**src/rtl/mem_arbiter_pkg.sv**
```systemverilog
// Shared types for the fetch/data memory arbiter: FSM states, grant source
// encoding and the default memory latency.
package mem_arbiter_pkg;
  typedef enum logic [1:0] {IDLE, SERVE, DONE} state_t;
  typedef enum logic {GNT_IF, GNT_D} gnt_t;
  localparam int MEM_LAT_DEF = 2;
endpackage

```
**src/rtl/mem_arbiter_lat_counter.sv**
```systemverilog
// Down-counter that times the memory access window; last flags the final
// cycle of the window.
module lat_counter (
  input  logic       clk,
  input  logic       rst,
  input  logic       load,
  input  logic [2:0] load_val,
  input  logic       dec,
  output logic       last
);
  logic [2:0] cnt;

  always_ff @(posedge clk) begin
    if (rst)                  cnt <= 3'd0;
    else if (load)            cnt <= load_val;
    else if (dec && cnt != 0) cnt <= cnt - 3'd1;
  end

  assign last = (cnt == 3'd1);
endmodule

```
**src/rtl/mem_arbiter.sv**
```systemverilog
// Shares one memory port between the fetch and data requesters: grant in IDLE,
// hold the port for MEM_LAT cycles in SERVE, pulse the winner's ready in DONE.
module mem_arbiter
  import mem_arbiter_pkg::*;
#(
  parameter int MEM_LAT = MEM_LAT_DEF,
  parameter int AW      = 32
) (
  input  logic          clk,
  input  logic          rst,
  input  logic          if_req,
  input  logic [AW-1:0] if_addr,
  output logic [AW-1:0] if_rdata,
  output logic          if_ready,
  output logic          if_stall,
  input  logic          d_req,
  input  logic          d_we,
  input  logic [AW-1:0] d_addr,
  input  logic [AW-1:0] d_wdata,
  output logic [AW-1:0] d_rdata,
  output logic          d_ready,
  output logic          d_stall,
  output logic          mem_en,
  output logic          mem_we,
  output logic [AW-1:0] mem_addr,
  output logic [AW-1:0] mem_wdata,
  input  logic [AW-1:0] mem_rdata
);
  state_t        state, nstate;
  gnt_t          gnt;
  logic          prio_d;
  logic          lat_we;
  logic [AW-1:0] lat_addr, lat_wdata;
  logic          any_req, grant_d, load, last, serve;

  assign any_req = if_req | d_req;
  // Data takes a tie unless it won the previous grant; a lone request always wins.
  assign grant_d = d_req & (~if_req | prio_d);
  assign serve   = (state == SERVE);

  lat_counter u_lat (
    .clk      (clk),
    .rst      (rst),
    .load     (load),
    .load_val (3'(MEM_LAT)),
    .dec      (serve),
    .last     (last)
  );

  always_ff @(posedge clk) begin
    if (rst) state <= IDLE;
    else     state <= nstate;
  end

  always_comb begin
    nstate = state;
    load   = 1'b0;
    case (state)
      IDLE:  if (any_req) begin
               nstate = SERVE;
               load   = 1'b1;
             end
      SERVE: if (last) nstate = DONE;
      DONE:  nstate = IDLE;
      default: nstate = IDLE;
    endcase
  end

  always_ff @(posedge clk) begin
    if (rst) begin
      gnt       <= GNT_IF;
      prio_d    <= 1'b1;
      lat_we    <= 1'b0;
      lat_addr  <= '0;
      lat_wdata <= '0;
      if_rdata  <= '0;
      d_rdata   <= '0;
    end else begin
      if (state == IDLE && any_req) begin
        gnt       <= grant_d ? GNT_D : GNT_IF;
        prio_d    <= ~grant_d;
        lat_we    <= grant_d & d_we;
        lat_addr  <= grant_d ? d_addr : if_addr;
        lat_wdata <= grant_d ? d_wdata : '0;
      end
      if (serve && last && !lat_we) begin
        if (gnt == GNT_D) d_rdata  <= mem_rdata;
        else              if_rdata <= mem_rdata;
      end
    end
  end

  assign mem_en    = serve;
  assign mem_we    = serve & lat_we;
  assign mem_addr  = serve ? lat_addr : '0;
  assign mem_wdata = serve ? lat_wdata : '0;
  assign if_ready  = (state == DONE) && (gnt == GNT_IF);
  assign d_ready   = (state == DONE) && (gnt == GNT_D);
  assign if_stall  = if_req & ~if_ready;
  assign d_stall   = d_req & ~d_ready;
endmodule

```
**config.mk**
```make
export PLATFORM = sky130hd
export DESIGN_NAME = mem_arbiter
export DESIGN_NICKNAME = d
export VERILOG_FILES = /design/src/rtl/mem_arbiter_pkg.sv /design/src/rtl/mem_arbiter_lat_counter.sv /design/src/rtl/mem_arbiter.sv
export SDC_FILE = /design/constraint.sdc
export NUM_CORES = 1
export LEC_CHECK = 0
export ABC_AREA = 1
export CORE_ASPECT_RATIO = 1.25
export CORE_MARGIN = 2
export CORE_UTILIZATION = 39
export DETAILED_ROUTE_END_ITERATION = 6
export GPL_ROUTABILITY_DRIVEN = 0
export HOLD_SLACK_MARGIN = 0.12
export PLACE_DENSITY_LB_ADDON = 0.08
export SLEW_MARGIN = 20
export SYNTH_ARGS = -nofsm -noshare
export SYNTH_HDL_FRONTEND = slang
export SYNTH_HIERARCHICAL = 1
export SYNTH_SLANG_ARGS = --single-unit
export TNS_END_PERCENT = 10
```
**constraint.sdc**
```tcl
create_clock -name clk -period 1.3 [get_ports clk]
set_input_delay 0.26 -clock clk [delete_from_list [all_inputs] [get_ports clk]]
set_output_delay 0.26 -clock clk [all_outputs]
set_load 0.1 [all_outputs]
```
==> results.md <==
- Initial antenna violation count: 0
- Routed Wire Length: 19800 um
- First-pass GRT wire length: 32600 um
- First-pass detailed-route iteration total: 6
- Die Y: 148 um
- Layout cell share with drive strength beyond 1: 0.255
- Most frequent cells in the layout: 267 x nand2_1, 167 x inv_1, 149 x buf_12
- Clock Sinks: 136
- Worst Skew: 5.42 ps
- Core Area: 0.0162 mm^2
- Pwr dens: 1170 mW/mm^2
- Startpoint Class: flop
- Post-synthesis mux area share: 0
- DP Worst Slack: -423 ps
- Hold crit path type: in -> reg
- Clock tree from TritonCTS: done
- Critical Path RT: 1040 ps
- Worst Path Arrival: 1530 ps
- Post-synth cell types: 22
- Post-synthesis xor/xnor area fraction: 0
- # nets final: 1414
- Area of the multi-input gates: 0.00329 mm^2
- Kind of end point of the critical path: output pin
- Compound-Gate Fraction of Synth Area: 0.0358
- Endpoints failing setup: 201
- ANT cells: 0
- Crit path kind: reg -> out
- HPWL after DPL: 14200 um
- Grt ovf: 0
- DRC viols: 0
- Reg area: 0.00273 mm^2
- Final core occ: 0.748
- Main combinational cell family by area after synthesis: simple AND/OR/NAND/NOR gates
- CTS HTree Levels: 4
- Failing checks: negative setup slack
- R2R Path Start: u_lat/cnt[1]
- Hold slack: 397 ps
- Largest net degree at the start of global routing: 42
- Adder-Cell Fraction of Synth Area: 0.00584
- Vias per std cell: 4.58
- Critical Path Slowest Stage Cell: dfxtp_4
- Final hold vios: 0
- Final slew viol count: 0
- Seq/Total Area, Yosys: 0.423
- Final worst path period need: 1790 ps
- Vias in the first global route: 6782
- CP Launch Point: state[0]
- Final ANT Viol Nets: 0
- Gr usage total: 0.231
- Via count: 6895
- Row count: 52
- Starting Density: 0.397
- Clock Tree Root: clkbuf_16
- Clock slew at reported path FFs: 60 ps
- Die width: 119 um
- Num CTS Buffers: 17
- Yosys reg bits: 136
- Mapped cell area: 0.00643 mm^2
- Unrepaired setup endpoints after global routing: yes
- Worst-Skew Late Latency: 410 ps
- Worst-path maximum fanout: 12
- Max-cap violation count: 0
- DR WL/cell: 13.1 um
- Leak: 5.37 nW
- Synth Area in Simple Gates: 0.377
- FILL cells: 1158
- CP max stage delay: 350 ps
- Critical path, cell by cell: inv_4 > nor2_4 > inv_8 > buf_12 > nor2_4 > buf_12
- Max Root-Sink Buffers: 2
- Maximum vdd ir drop: 0.920 mV
- Die area: 0.0175 mm^2
- Status: finished, violations left
- Fin worst setup slack: -494 ps
- Mean Syn Cell Area: 6.42 um^2
- Cells after Synth: 1002
- Hold path startpoint: d_we
- Area Growth Syn to Fin: 88.5%
- I/O pin cnt: 267
- Commonest non-fill, non-tap cell in the layout: nand2_1
- Port Buffers: 266
- DRC violation total after the first TritonRoute iteration: 327
- Final Cycle Share: 1.38
- Max Freq: 0.557 GHz
- Power, Total: 0.0142 W
- Yosys warning count: 6
- Hold_buf cts: 0
==> final cells by class <==
type,count,share of cell area
clock buffer,23,0.0386
multi-input combinational,633,0.271
inverter,175,0.0550
tap,216,0.0223
timing repair buffer,315,0.377
sequential,136,0.225
clock inverter,8,0.0100
==> critical path: cells and delay by family, from the launching register on <==
kind          cells  cell delay, ps
flops             1             350
buf+inv           4             490
simple gates      2             280
==> final timing paths <==
kind	end	slack, ps	depth (start not counted)
setup / recovery	mem_wdata[21]	-490	6
hold / removal	lat_we	400	3
setup reg to reg	d_rdata[7]	-220	11
hold reg to reg	lat_wdata[15]	460	2
==> logic make-up after synthesis <==
family | count (synthesis)
buffers and inverters | 234
and+or+nand+nor | 582
AOI/OAI and AO/OA | 45
DFF | 136
other | 2
adders and majority gates | 3
==> report_power, final <==
part / internal [W] / switching [W]
Combinational: 0.00180 / 0.00284
Sequential: 0.00446 / 0.000187
Clock: 0.00310 / 0.00178
==> what timing repair did <==
item                       CTS  global route
setup endpoints to repair  203           207
gates cloned                 0             0
setup buffers                2             0
resized for setup           23            17
pin swaps                    2             0
==> stage by stage <==
| step | TNS [ps] | cells | instance area [um^2] |
|---|---|---|---|
| after floorplan | -65560 | 1003 | 7000 |
| after global placement | -43850 | 1473 | 11400 |
| after detailed placement | -44160 | 1473 | 11400 |
| after CTS | -47070 | 1506 | 12100 |
| after global routing | -62640 | 1506 | 12100 |
| final | -43950 | 1506 | 12100 |
==> routing by layer <==
metal / global-route usage / vias up / share of wire / wire [um]
li1: - / 3529 / - / -
met1: 0.248 / 3091 / 0.39 / 7640
met2: 0.400 / 236 / 0.49 / 9750
met3: 0.0999 / 39 / 0.094 / 1860
met4: 0.0893 / 0 / 0.028 / 548
met5: 0 / - / 0 / 0
==> flip-flops by register name, summed over array words and instances (netlist names) <==
name,count
prio_d,1
u_lat/cnt,3
gnt,1
lat_we,1
if_rdata,32
lat_addr,32
state,2
lat_wdata,32
d_rdata,32
==> synthesized netlist by cell type <==
master	instances	area, um^2
nand2_1	269	1010
nor2_1	201	754
inv_1	169	634
dfxtp_1	136	2720
nand3_1	68	340
a21oi_1	37	185
nand4_1	32	200
buf_2	19	95.1
clkbuf_1	19	71.3
buf_6	10	113
buf_4	9	67.6
inv_2	6	22.5
o21ai_0	5	25.0
nand2_4	4	45.0
nor2_4	4	45.0
ha_1	3	37.5
nand2_2	3	18.8
buf_1	2	7.51
conb_1	2	7.51
o21a_1	2	15.0
nand3_2	1	10.0
o21ai_1	1	5.00
(Power assumes the default switching activity.)
